==> src/rtl/mem_bus_arbiter.sv <==
// Two-requester round-robin arbiter in front of a single-port memory.
// A four-state access FSM issues one access at a time and reports completion.
module mem_bus_arbiter #(
  parameter int ADDR_W  = 4,
  parameter int DATA_W  = 8,
  parameter int MEM_LAT = 1
) (
  input  logic              clk,
  input  logic              reset,
  input  logic              req0,
  input  logic              rw0,
  input  logic [ADDR_W-1:0] addr0,
  input  logic [DATA_W-1:0] wdata0,
  input  logic              req1,
  input  logic              rw1,
  input  logic [ADDR_W-1:0] addr1,
  input  logic [DATA_W-1:0] wdata1,
  output logic              gnt0,
  output logic              gnt1,
  output logic              done0,
  output logic              done1,
  output logic [DATA_W-1:0] rdata,
  output logic              busy,
  output logic              mem_enable,
  output logic              read_write,
  output logic [ADDR_W-1:0] address_bus,
  output logic [DATA_W-1:0] data_bus_in,
  input  logic [DATA_W-1:0] data_bus_out
);

  typedef enum logic [1:0] {IDLE, ISSUE, WAIT, DONE} state_t;

  localparam logic [2:0] LAT_INIT = 3'(MEM_LAT);

  state_t              state_reg, state_next;
  logic                owner_reg, owner_next;
  logic                last_reg, last_next;
  logic                rw_reg, rw_next;
  logic [ADDR_W-1:0]   addr_reg, addr_next;
  logic [DATA_W-1:0]   wdata_reg, wdata_next;
  logic [2:0]          cnt_reg, cnt_next;
  logic [DATA_W-1:0]   rdata_reg, rdata_next;

  logic [1:0]          req_vec;
  logic [1:0]          rw_vec;
  logic [ADDR_W-1:0]   addr_vec  [2];
  logic [DATA_W-1:0]   wdata_vec [2];
  logic [1:0]          gnt_vec;
  logic [1:0]          done_vec;
  logic                sel;

  assign req_vec      = {req1, req0};
  assign rw_vec       = {rw1, rw0};
  assign addr_vec[0]  = addr0;
  assign addr_vec[1]  = addr1;
  assign wdata_vec[0] = wdata0;
  assign wdata_vec[1] = wdata1;

  // Grant spans ISSUE..DONE; done is only the DONE cycle of the owner.
  generate
    for (genvar gi = 0; gi < 2; gi++) begin : g_req
      assign gnt_vec[gi]  = (state_reg != IDLE) && (owner_reg == 1'(gi));
      assign done_vec[gi] = (state_reg == DONE) && (owner_reg == 1'(gi));
    end
  endgenerate

  assign gnt0  = gnt_vec[0];
  assign gnt1  = gnt_vec[1];
  assign done0 = done_vec[0];
  assign done1 = done_vec[1];

  // On contention pick the requester that was not served last.
  assign sel = (req_vec == 2'b11) ? ~last_reg : req_vec[1];

  always_comb begin
    state_next = state_reg;
    owner_next = owner_reg;
    last_next  = last_reg;
    rw_next    = rw_reg;
    addr_next  = addr_reg;
    wdata_next = wdata_reg;
    cnt_next   = cnt_reg;
    rdata_next = rdata_reg;
    case (state_reg)
      IDLE: begin
        if (|req_vec) begin
          owner_next = sel;
          rw_next    = rw_vec[sel];
          addr_next  = addr_vec[sel];
          wdata_next = wdata_vec[sel];
          state_next = ISSUE;
        end
      end
      ISSUE: begin
        if (rw_reg) begin
          cnt_next   = LAT_INIT;
          state_next = WAIT;
        end else begin
          state_next = DONE;
        end
      end
      WAIT: begin
        if (cnt_reg <= 3'd1) begin
          rdata_next = data_bus_out;
          state_next = DONE;
        end else begin
          cnt_next = cnt_reg - 3'd1;
        end
      end
      DONE: begin
        last_next  = owner_reg;
        state_next = IDLE;
      end
      default: state_next = IDLE;
    endcase
  end

  always_ff @(posedge clk) begin
    if (reset) begin
      state_reg <= IDLE;
      owner_reg <= 1'b0;
      last_reg  <= 1'b1;
      rw_reg    <= 1'b1;
      addr_reg  <= '0;
      wdata_reg <= '0;
      cnt_reg   <= '0;
      rdata_reg <= '0;
    end else begin
      state_reg <= state_next;
      owner_reg <= owner_next;
      last_reg  <= last_next;
      rw_reg    <= rw_next;
      addr_reg  <= addr_next;
      wdata_reg <= wdata_next;
      cnt_reg   <= cnt_next;
      rdata_reg <= rdata_next;
    end
  end

  // Memory port is parked (read, address 0) while idle.
  assign busy        = (state_reg != IDLE);
  assign mem_enable  = (state_reg == ISSUE);
  assign read_write  = (state_reg == IDLE) ? 1'b1 : rw_reg;
  assign address_bus = (state_reg == IDLE) ? '0 : addr_reg;
  assign data_bus_in = (state_reg == IDLE) ? '0 : wdata_reg;
  assign rdata       = rdata_reg;

endmodule

==> config.mk <==
export PLATFORM = sky130hd
export DESIGN_NAME = mem_bus_arbiter
export DESIGN_NICKNAME = d
export VERILOG_FILES = /design/src/rtl/mem_bus_arbiter.sv
export SDC_FILE = /design/constraint.sdc
export NUM_CORES = 1
export LEC_CHECK = 0
export ABC_CLOCK_PERIOD_IN_PS = 2900
export CAP_MARGIN = 20
export CORE_ASPECT_RATIO = 1.25
export CORE_UTILIZATION = 44
export CTS_CLUSTER_SIZE = 25
export DETAILED_ROUTE_END_ITERATION = 10
export PLACE_DENSITY = 0.85
export REMOVE_ABC_BUFFERS = 1
export SLEW_MARGIN = 0
export SYNTH_ARGS = -nofsm -noshare
export SYNTH_HDL_FRONTEND = slang
export SYNTH_SLANG_ARGS = --single-unit
==> constraint.sdc <==
create_clock -name clk -period 2.9 [get_ports clk]
set_clock_uncertainty 0.1 [all_clocks]
set_input_delay 0.87 -clock clk [delete_from_list [all_inputs] [get_ports clk]]
set_output_delay 0.87 -clock clk [all_outputs]
set_load 0.05 [all_outputs]
# Yosys cells after proc, flatten, opt, wreduce, memory -nomap -nowiden
# Index checks and enable logic that the tools add are counted.
# W data, S select, Z words.
[classes]
n_reduce_logical = 12
bitwise = 3
n_eq_ne = 8
magnitude_cmp = 3
n_addsub = 1
mux = 19
[op_table]
columns = ["operator", "n"]
rows = [
  ["$mux W8", 4],
  ["$mux W4", 4],
  ["$pmux W2 S4", 1],
  ["$eq A2 B2 Y1 const B", 3],
  ["$mux W3", 2],
  ["$ne A2 B2 Y1 const B", 3],
  ["$pmux W3 S2", 1],
  ["$reduce_and A2 Y1", 3],
  ["$mux W1", 5],
  ["$logic_and A1 B1 Y1", 4],
  ["$mux W2", 2],
  ["$reduce_bool A2 Y1", 2],
  ["$le A3 B1 Y1 const B", 1],
  ["$reduce_and A3 Y1", 1],
  ["$sub A3 B1 Y3 const B", 1],
  ["$eq A2 B1 Y1 const B", 1],
  ["$ge A2 B2 Y1 const B", 1],
  ["$logic_not A2 Y1", 1],
  ["$lt A1 B2 Y1 const B", 1],
  ["$ne A2 B1 Y1 const B", 1],
  ["$not A1 Y1", 2],
  ["$not A1 Y2", 1],
  ["$reduce_or A2 Y1", 1],
]
[totals]
output_inout_bits = 27
input_bits = 38
word_cells = 54
reg_bits = 28

# Logic depth before layout (Yosys ltp)
[logic_depth]
word_depth = 6
ltp_mapped = 6
depth_no_buf = 5

# Least setup slack after synthesis
# OpenSTA, ideal clock, no wires.
[synth_timing]
path_kind = "reg-to-output"
from = "register state_reg[1]"
to = "output port data_bus_in[0]"
path_buffers = 2
setup_slack_ns = 0.218
stages_incl_launch_ff = 6
t_arrival_ns = 1.712
path_cell_list = "dfxtp_1 inv_1 ha_1 buf_2 clkbuf_1 nor2b_1"
[synth_between]
elab_chain_len = 2
[synth_rtl]
columns = ["item", "line", "source"]
rows = [
  ["start: declaration", "35", "state_t state_reg, state_next;"],
  ["start signal: assignment", "129", "state_reg <= state_next;"],
  ["$logic_not A2 Y1", "145", "assign data_bus_in = (state_reg == IDLE) ? '0 : wdata_reg;"],
  ["$mux W8", "145", ""],
  ["end: declaration", "27", "output logic [DATA_W-1:0] data_bus_in,"],
]
# Every way passes these cells.

# Worst setup path in the final report
[layout_timing]
from = "register state_reg[1]"
to = "output port mem_enable"
[layout_between]
elab_chain_len = 1
[layout_rtl]
columns = ["item", "line", "source"]
rows = [
  ["$eq A2 B1 Y1", "142", "assign mem_enable = (state_reg == ISSUE);"],
  ["end: declaration", "24", "output logic mem_enable,"],
]
# Every way passes these cells.

==> flow_summary.yaml <==
run_status:
  status: "complete, no violations"
timing:
  tightest_slew_ns: 0.5206
  max_freq_mhz: 361.0
  slew_headroom: 0.6519
  post-route-min-period_ns: 2.770
  rsz0062_at_grt: "false"
  tns_ns: 0
  slew_viol_final: 0
  final_hold_viol_count: 0
  fin_crit_sh: 0.9553
  setup_viol: 0
critical_path:
  worstPathArrival_ns: 1.80
  path_class: "register to output pin"
  end_kind: "output pin"
  r2r-start: "state_reg[0]"
  worstPathMaxFanout: 5
  start_kind: "register"
  crit_required_ns: 1.93
  r2r_end: "wdata_reg[4]"
  reg2regPathDepth: 5
  reg2reg_slack_ns: 0.93
route:
  via_per_inst: 5.383
  drcViolationCount: 0
  drtIter0Drc: 45
  num_vias: 1432
  totalWireLength_um: 3858
  drtPass1Iterations: 4
  wl_per_cell_um: 14.50
  ant_nets: 0
synth:
  synth_ff_type: "dfxtp_1"
  ys_seq_area_frac: 0.4022
  synth_area_um2: 1394
  ys_warn_count: 0
  ys_async_sr_fraction: 0
  synth_cell_type_count: 31
  synthCells: 167
  ys_ff_latch: 28
  synth_edf_count: 0
  syn_area_per_cell_um2: 8.346
floorplanning:
  initial_core_util: 0.4689
  die-width_um: 52.34
  fp.dieArea_um2: 3398
  num_rows: 22
  coreArea_um2: 2973
  io_pins: 65
  fp.dieH_um: 64.93
clock_network:
  htreeDepth: 1
  root_buffer: "clkbuf_4"
  cts.sink_count: 28
  cts_tree: "built"
  clk-insertion-delay-late_ns: 0.33
  clockBufferDepth: 2
  ctsHoldBuffers: 0
  path_clk_slew_ns: 0.15
  cts_buffers: 3
global_routing:
  gr-total-overflow: 0
  grt_pass1_vias: 1355
  grt_pass1_wl_um: 5954
  antenna_found_initial: 0
  grt_max_degree: 22
  track_usage: 0.2320
final_layout:
  nets: 275
  layoutNonFillerInstCount: 266
  layout-drive-gt1-share: 0.1261
  antenna_cells: 0
  final_common_cell: "clkdlybuf4s50_1"
  syn2layout_area_growth_pct: 61.76
  layout_common_cells: "clkdlybuf4s50_1 (46), dfxtp_1 (28), nor2_1 (23)"
placement:
  gp_congestion: 0.8626
  dp_hpwl_um: 2818
  portBuffers: 64
  dp.cells: 262
pwr:
  power_density_nw_per_um2: 995.7
  peakVddDrop_uv: 834.1
  power_mw: 2.245
  p_leak_nw: 0.9252
flow_run:
  cap_violations: 0
min_path:
  worstHoldStart: "cnt_reg[0]"
  hp-class: "register to register"
  whs_path_depth: 2
  hold_end: "cnt_reg[0]"
cells in the mapped netlist (2+ instances only):
master     n  area (µm²)
dfxtp_1   28       560.5
buf_2      4       20.02
a21oi_1   18       90.09
nor3_1     2       10.01
nor2b_1   15       93.84
o21ai_0    4       20.02
a211o_1    2       17.52
clkbuf_1   4       15.01
nor2_1    23       86.33
nand2_1   15       56.30
inv_1      8       30.03
o21a_1     2       15.01
a211oi_1  10       75.07
ha_1       6       75.07
mux2i_1    9       90.09
or4_1      2       15.01
kinds of logic (layout without fill, tap and decap cells):
| family | Yosys count | count (layout) | share of synthesized area |
|---|---|---|---|
| AOI/OAI and AO/OA | 45 | 45 | 0.2110 |
| adders and majority gates | 6 | 6 | 0.05386 |
| buffers and inverters | 18 | 81 | 0.06014 |
| DFF | 28 | 28 | 0.4022 |
| muxes | 9 | 9 | 0.06463 |
| and+or+nand+nor | 61 | 61 | 0.2083 |
cell type report:
type	instances	area, µm²
clock buffer	4	36.28
timing repair buffer	69	830.8
fill	221	718.2
multi-input combinational	121	752.0
sequential	28	560.5
tap	36	45.04
inverter	8	30.03
worst max-delay path, stage by stage (launching register included):
cell and delay (ns):
dfxtp_1 0.37, inv_1 0.12, ha_1 0.18, clkdlybuf4s50_1 0.80
metrics by stage:
stage	cell area, µm²	hold slack (ns)	setup slack, ns	util
floorplan	1340	0.3501	0.3672	-
global route	2255	0.4125	0.02275	0.7584
finish	2255	0.4021	0.1297	0.7584
global placement	2211	0.3714	0.4220	0.7437
detailed placement	2211	0.3796	0.3917	0.7437
CTS	2250	0.4039	0.01605	0.7567
report_power, final:
group          internal (mW)  switching, mW  leakage (nW)  total [mW]
clock                 0.0770          0.117        0.0210       0.194
combinational          0.615          0.873         0.674        1.49
sequential             0.497         0.0660         0.230       0.563
repair_timing:
item,4_1_cts,5_1_grt
buffers inserted,0,0
gates resized for setup,1,2
setup endpoints to repair,3,2
pin swaps,0,0
how the worst max path moves through the flow:
stage / start / end / slack, ns
floorplan: state_reg[1] / address_bus[0] / 0.37
global placement: state_reg[0] / read_write / 0.42
detailed placement: state_reg[0] / address_bus[3] / 0.39
CTS: state_reg[1] / done0 / 0.02
global route: state_reg[1] / mem_enable / 0.02
finish: state_reg[1] / mem_enable / 0.13
per-layer routing:
layer,vias up,wire length [µm],global-route usage
met5,-,0,0
met2,47,2036,0.4161
met3,6,135,0.02347
met4,0,41,0.09868
li1,701,-,-
met1,678,1645,0.2687
Note: power is estimated with default switching activity, not from simulation.
